===== config.mk =====
export PLATFORM = sky130hd
export DESIGN_NAME = mod_chinh_ctrl_flat
export DESIGN_NICKNAME = d
export VERILOG_FILES = /design/src/rtl/mod_chinh_ctrl_if.sv /design/src/rtl/mod_chinh_ctrl.sv /design/src/flat_wrapper.sv
export SDC_FILE = /design/constraint.sdc
export NUM_CORES = 1
export LEC_CHECK = 0
export ABC_AREA = 1
export CORE_MARGIN = 2
export CORE_UTILIZATION = 52
export CTS_CLUSTER_DIAMETER = 40
export DETAILED_ROUTE_END_ITERATION = 8
export PLACE_DENSITY = 0.71
export SYNTH_ARGS = -nofsm -noshare
export SYNTH_HDL_FRONTEND = slang
export SYNTH_SLANG_ARGS = --single-unit

===== constraint.sdc =====
create_clock -name clk -period 1.9 [get_ports clk]
set_input_delay 0.38 -clock clk [delete_from_list [all_inputs] [get_ports clk]]
set_output_delay 0.38 -clock clk [all_outputs]
set_load 0.05 [all_outputs]

===== src/rtl/mod_chinh_ctrl_if.sv =====
// Front-panel adjust controller bundle: raw buttons and 1 Hz tick in, adjust mode and step pulses out.
// Grouped so the display top level can route the whole panel as one port.
interface mod_chinh_ctrl_if;
    logic       btn_mode;
    logic       btn_up;
    logic       btn_dn;
    logic       tick_1hz;
    logic [1:0] gt_mod;
    logic       adj_up;
    logic       adj_dn;
    logic       blink;

    modport master (
        output btn_mode, btn_up, btn_dn, tick_1hz,
        input  gt_mod, adj_up, adj_dn, blink
    );

    modport slave (
        input  btn_mode, btn_up, btn_dn, tick_1hz,
        output gt_mod, adj_up, adj_dn, blink
    );
endinterface


===== src/rtl/mod_chinh_ctrl.sv =====
// Debounced MODE/UP/DOWN front-panel controller: adjust-mode sequencing, auto-repeat steps, idle timeout, blink.
// Latency: outputs registered, one cycle after the debounced press or tick; no backpressure, pulses are fire-and-forget.
module mod_chinh_ctrl #(
    parameter int DEB_CYC   = 500000,
    parameter int HOLD_CYC  = 25000000,
    parameter int REP_CYC   = 5000000,
    parameter int TIMEOUT_S = 10,
    parameter int BLINK_CYC = 12500000
) (
    input  logic            clk,
    input  logic            rst_n,
    mod_chinh_ctrl_if.slave bus
);
    localparam int DW = $clog2(DEB_CYC) + 1;
    localparam int HW = $clog2(HOLD_CYC) + 1;
    localparam int RW = $clog2(REP_CYC) + 1;
    localparam int IW = $clog2(TIMEOUT_S) + 1;
    localparam int BW = $clog2(BLINK_CYC) + 1;

    typedef enum logic [1:0] {
        MODE_NONE = 2'b00,
        MODE_SEC  = 2'b01,
        MODE_MIN  = 2'b10,
        MODE_HR   = 2'b11
    } mode_e;

    // bit 0 = MODE, bit 1 = UP, bit 2 = DOWN
    logic [2:0]    btn_raw;
    logic [2:0]    sync1;
    logic [2:0]    sync2;
    logic [2:0]    stable;
    logic [2:0]    stable_d;
    logic [2:0]    press;
    logic [DW-1:0] deb_cnt [3];

    logic [HW-1:0] hold_cnt;
    logic [RW-1:0] rep_cnt;
    logic [IW-1:0] idle_cnt;
    logic [BW-1:0] blink_cnt;
    logic          blink_ph;
    mode_e         mode;
    logic          adj_up_q;
    logic          adj_dn_q;
    logic          blink_q;

    mode_e         mode_nxt;
    logic          up_only;
    logic          dn_only;
    logic          held;
    logic          rep_fire;
    logic          step_up;
    logic          step_dn;
    logic          activity;
    logic          timeout;
    logic          blink_ph_nxt;

    assign btn_raw    = {bus.btn_dn, bus.btn_up, bus.btn_mode};
    assign press      = stable & ~stable_d;
    assign bus.gt_mod = mode;
    assign bus.adj_up = adj_up_q;
    assign bus.adj_dn = adj_dn_q;
    assign bus.blink  = blink_q;

    always_comb begin
        up_only  = stable[1] & ~stable[2];
        dn_only  = stable[2] & ~stable[1];
        // A repeat hold only runs with exactly one of UP/DOWN down, in an adjust mode, and no MODE press.
        held     = (up_only | dn_only) && (mode != MODE_NONE) && !press[0];
        rep_fire = held && !(press[1] || press[2]) && (hold_cnt == HW'(HOLD_CYC))
                   && ((rep_cnt == '0) || (rep_cnt == RW'(REP_CYC)));
        step_up  = held && up_only && (press[1] || rep_fire);
        step_dn  = held && dn_only && (press[2] || rep_fire);
        activity = (|press) || rep_fire;
        timeout  = (mode != MODE_NONE) && bus.tick_1hz && !activity
                   && (idle_cnt == IW'(TIMEOUT_S - 1));

        mode_nxt = mode;
        if (press[0]) begin
            mode_nxt = mode_e'(mode + 2'd1);
        end else if (timeout) begin
            mode_nxt = MODE_NONE;
        end

        blink_ph_nxt = blink_ph;
        if (press[0]) begin
            blink_ph_nxt = 1'b1;
        end else if ((mode != MODE_NONE) && (blink_cnt == BW'(BLINK_CYC - 1))) begin
            blink_ph_nxt = ~blink_ph;
        end
    end

    always_ff @(posedge clk) begin
        if (!rst_n) begin
            sync1     <= '0;
            sync2     <= '0;
            stable    <= '0;
            stable_d  <= '0;
            for (int i = 0; i < 3; i++) begin
                deb_cnt[i] <= '0;
            end
            hold_cnt  <= '0;
            rep_cnt   <= '0;
            idle_cnt  <= '0;
            blink_cnt <= '0;
            blink_ph  <= 1'b1;
            mode      <= MODE_NONE;
            adj_up_q  <= 1'b0;
            adj_dn_q  <= 1'b0;
            blink_q   <= 1'b1;
        end else begin
            sync1    <= btn_raw;
            sync2    <= sync1;
            stable_d <= stable;
            for (int i = 0; i < 3; i++) begin
                if (sync2[i] != stable[i]) begin
                    if (deb_cnt[i] == DW'(DEB_CYC - 1)) begin
                        stable[i]  <= sync2[i];
                        deb_cnt[i] <= '0;
                    end else begin
                        deb_cnt[i] <= deb_cnt[i] + 1'b1;
                    end
                end else begin
                    deb_cnt[i] <= '0;
                end
            end

            // hold_cnt parks at HOLD_CYC; rep_cnt then paces the repeats and never exceeds REP_CYC.
            if (!held) begin
                hold_cnt <= '0;
                rep_cnt  <= '0;
            end else if (press[1] || press[2]) begin
                hold_cnt <= HW'(1);
                rep_cnt  <= '0;
            end else if (hold_cnt != HW'(HOLD_CYC)) begin
                hold_cnt <= hold_cnt + 1'b1;
            end else if (rep_fire) begin
                rep_cnt  <= RW'(1);
            end else begin
                rep_cnt  <= rep_cnt + 1'b1;
            end

            if (press[0] || timeout || (mode == MODE_NONE) || activity) begin
                idle_cnt <= '0;
            end else if (bus.tick_1hz && (idle_cnt != IW'(TIMEOUT_S))) begin
                idle_cnt <= idle_cnt + 1'b1;
            end

            if (press[0] || (blink_cnt == BW'(BLINK_CYC - 1))) begin
                blink_cnt <= '0;
            end else if (mode != MODE_NONE) begin
                blink_cnt <= blink_cnt + 1'b1;
            end

            mode     <= mode_nxt;
            blink_ph <= blink_ph_nxt;
            adj_up_q <= step_up;
            adj_dn_q <= step_dn;
            blink_q  <= (mode_nxt == MODE_NONE) || held || blink_ph_nxt;
        end
    end
endmodule


===== src/flat_wrapper.sv =====
// flat-port wrapper written by rule: the top's interface ports become plain ports
module mod_chinh_ctrl_flat 
#(
    parameter int DEB_CYC   = 500000,
    parameter int HOLD_CYC  = 25000000,
    parameter int REP_CYC   = 5000000,
    parameter int TIMEOUT_S = 10,
    parameter int BLINK_CYC = 12500000
)
  (clk, rst_n, bus_btn_mode, bus_btn_up, bus_btn_dn, bus_tick_1hz, bus_gt_mod, bus_adj_up, bus_adj_dn, bus_blink);
  mod_chinh_ctrl_if bus_i ();
  input  logic clk;
  input  logic rst_n;
  input wire logic [$bits(bus_i.btn_mode)-1:0] bus_btn_mode;
  input wire logic [$bits(bus_i.btn_up)-1:0] bus_btn_up;
  input wire logic [$bits(bus_i.btn_dn)-1:0] bus_btn_dn;
  input wire logic [$bits(bus_i.tick_1hz)-1:0] bus_tick_1hz;
  output wire logic [$bits(bus_i.gt_mod)-1:0] bus_gt_mod;
  output wire logic [$bits(bus_i.adj_up)-1:0] bus_adj_up;
  output wire logic [$bits(bus_i.adj_dn)-1:0] bus_adj_dn;
  output wire logic [$bits(bus_i.blink)-1:0] bus_blink;
  assign bus_i.btn_mode = bus_btn_mode;
  assign bus_i.btn_up = bus_btn_up;
  assign bus_i.btn_dn = bus_btn_dn;
  assign bus_i.tick_1hz = bus_tick_1hz;
  assign bus_gt_mod = bus_i.gt_mod;
  assign bus_adj_up = bus_i.adj_up;
  assign bus_adj_dn = bus_i.adj_dn;
  assign bus_blink = bus_i.blink;
  mod_chinh_ctrl #(.DEB_CYC(DEB_CYC), .HOLD_CYC(HOLD_CYC), .REP_CYC(REP_CYC), .TIMEOUT_S(TIMEOUT_S), .BLINK_CYC(BLINK_CYC)) u_core (.clk(clk), .rst_n(rst_n), .bus(bus_i));
endmodule

==> reports/metrics.csv <==
metric,value,unit
status,finished clean,
clk sink count,158,
"Hold Violations, Final",0,
post-synthesis cell type count,47,
gr usage total,0.218,
fin crit period,1870,ps
Final ANT Viol Nets,0,
number of I/O pins,11,
Die W,134,um
Post-synth EDFFs,60,
Post-synth ARST share,0,
Worst path slowest cell,edfxtp_1,
critical path type,reg2reg,
P_int,5.55,mW
share of post-route cells with drive strength above 1,0.165,
"Top cell by count, worst path",nand2_1,
CTS H-Tree Depth,4,
Setup Skew,11.2,ps
clk buf depth,2,
Yosys top cell area share,0.225,
largest net degree at the start of global routing,25,
number of cells produced by synthesis,1155,
DIE AREA,17800,um2
initial antenna violation count,1,
VDD IR max,638,uV
cts hold-fix bufs,0,
Die H,134,um
Initial Util,0.530,
cell accounting for the most synthesized area,dfxtp_1,
"delay-heaviest family, CP",simple AND/OR/NAND/NOR gates,
residual DRC count,0,
"Seq/Total Area, Yosys",0.431,
reg2reg end,u_core.deb_cnt[0][9]$_SDFFCE_PP0P_,
Post-Place Worst Slack,-30.2,ps
Post-Route WL,19.0,mm
cell with the most instances after synthesis,nand2_1,
crit start category,flop,
FMAX,535,MHz
Nets,1320,
syn avg cell area,7.55,um2
initial drt markers,431,
CP Buf/Inv Count,4,
Final Cell Area,10700,um2
gpl congestion,0.918,
max-slew violation count,0,
"top cells by count, synth","nand2_1, nor2_1, inv_1, dfxtp_1, a21oi_1",
Yosys Warn Count,0,
final worst path period share,0.984,
via count,7779,
RSZ-0062 raised after global routing,yes,
grt ovf,0,
CTS tree,yes,
synth top area cells,"dfxtp_1, edfxtp_1, nand2_1, nor2_1, inv_1",
crit-path max FO,7,
combinational group share of total power,0.030,
Post-Place Cell Area,9760,um2
area grow syn2layout,22.1,%
pwr dens,668,nW/um2
Finish-stage setup viols,0,
startpoint of the worst register-to-register path,u_core.deb_cnt[0][0]$_SDFFCE_PP0P_,
R2R depth,12,
predominant post-synthesis flop cell,dfxtp_1,
critical path cell sequence,ha_2 > nand2_1 > inv_2 > nand2_1 > nor4_2 > nand2_1 > inv_1 > nor2_1 > inv_2 > buf_12 > nor2_1 > o21a_1,
Worst EP arrival,2060,ps
WL per Instance,12.4,um
CP Launch Point,u_core.deb_cnt[0][0]$_SDFFCE_PP0P_,
Critical Path End Type,flop,
"FF+latch count, synth",158,
clock power share,0.461,
R2R Setup Slk,30,ps
dpl hpwl,13.7,mm
row count,47,
Final Worst Setup Slack,30.0,ps
stages on the worst setup path,12,
Net Sw Power,1.56,mW
Vias/cell,5.07,
Worst Setup EP,u_core.deb_cnt[0][9]$_SDFFCE_PP0P_,
HP Class,reg2reg,
vias in the first global route,7080,
cts bufs inserted,17,
Reg power frac,0.510,
1st-pass router iterations,5,
first-pass GRT wire length,31.7,mm
cell leakage power,4.22,nW
area of the core,16500,um2
Worst-Skew Late Latency,430,ps
Sw Ratio,0.220,
clk slew on worst S/H paths,60,ps
Worst EP required,2090,ps
Mapped Area,8730,um2
Port Buf Inserts,10,
Max-cap violations,0,
Root Buffer,clkbuf_16,
Worst path max stage delay,380,ps
## power by group through the flow
stage / logic, mW / registers (mW) / clock network (mW)
3_5_place_dp: 0.192 / 3.70 / 0
4_1_cts: 0.195 / 3.62 / 3.33
6_report: 0.211 / 3.62 / 3.28
3_3_place_gp: 0.190 / 3.69 / 0
5_1_grt: 0.240 / 3.63 / 3.49
2_1_floorplan: 0.129 / 3.68 / 0
## final cells by class
type                    instances  area [um2]
diodes                          1        2.50
inverters                     173         661
repair buffers                 81         687
flip-flops and latches        158        3780
clock inverters                11        90.1
clock buffers                  21         472
well taps                     220         275
fillers                      1432        5820
multi-input cells             869        4690
## metrics by stage
step,hold slack [ps],power [mW],cells,setup TNS (ps),util
6_report,413,7.11,1534,0,0.647
5_1_grt,438,7.36,1534,-428,0.647
4_1_cts,418,7.15,1527,0,0.627
3_5_place_dp,401,3.89,1495,-31.6,0.593
3_3_place_gp,396,3.88,1495,0,0.593
2_1_floorplan,390,3.81,1214,0,-
## tightest hold or removal path, cell delays in order, from the launching register on
cell     delay, ps
dfxtp_1        300
nand2_1         50
inv_1           40
## worst min-delay path by stage
stage	from	slack [ps]	end	cells past startpoint
6_report	u_core.sync1[2]$_SDFF_PN0_	410	u_core.sync2[2]$_SDFF_PN0_	2
5_1_grt	u_core.sync1[1]$_SDFF_PN0_	440	u_core.sync2[1]$_SDFF_PN0_	2
4_1_cts	u_core.sync1[2]$_SDFF_PN0_	420	u_core.sync2[2]$_SDFF_PN0_	2
3_5_place_dp	u_core.sync1[2]$_SDFF_PN0_	400	u_core.sync2[2]$_SDFF_PN0_	2
3_3_place_gp	u_core.sync1[2]$_SDFF_PN0_	400	u_core.sync2[2]$_SDFF_PN0_	2
2_1_floorplan	u_core.sync1[0]$_SDFF_PN0_	390	u_core.sync2[0]$_SDFF_PN0_	2
## logic make-up after synthesis
kind of cell,share of synthesized area
xor+xnor,0.0351
compound gates,0.0786
other cells,0.000430
simple gates,0.350
fa+ha+maj,0.0201
flops,0.431
buf+inv,0.0847
## cell usage in the layout, fill, tap and decap left out, types with 4 or more instances in the layout
master,instances
nand2_1,211
inv_1,158
nor2_1,155
dfxtp_1,92
a21oi_1,69
buf_4,67
edfxtp_1,60
conb_1,60
nand3_1,55
nor3_1,45
nand4_1,42
o21ai_0,32
xor2_1,27
clkbuf_16,19
nor2_2,15
nor3b_1,15
nand2_2,15
nor2_4,13
inv_2,12
nor3_2,10
ha_1,10
nor4_1,9
nand3_2,9
xnor2_1,8
nand3b_1,8
o21ai_1,6
or2_2,5
clkinv_2,5
and3_1,5
clkdlybuf4s50_1,5
nor3b_2,4
o21a_1,4
dfxtp_2,4
## sequential cells by signal (all words and copies together), names as in the netlist, 3 cells and up
name and cells:
u_core.sync1 3, u_core.deb_cnt 60, u_core.stable 3, u_core.idle_cnt 5, u_core.sync2 3, u_core.stable_d 3, u_core.hold_cnt 26, u_core.rep_cnt 24
u_core.blink_cnt 25
## layer usage
layer,GRT usage,up-vias,routed length (um)
met4,0.0680,0,318
met1,0.283,3568,8840
met5,0,-,0
met2,0.361,129,9180
met3,0.0510,22,678
li1,-,4060,-
## timing repair
action / CTS / global route
buffers inserted: 0 / 5
gates resized for setup: 5 / 71
setup endpoints to repair: 5 / 104
pin swaps: 0 / 19
cloned: 0 / 1
Power figures use the tool's default switching activity.
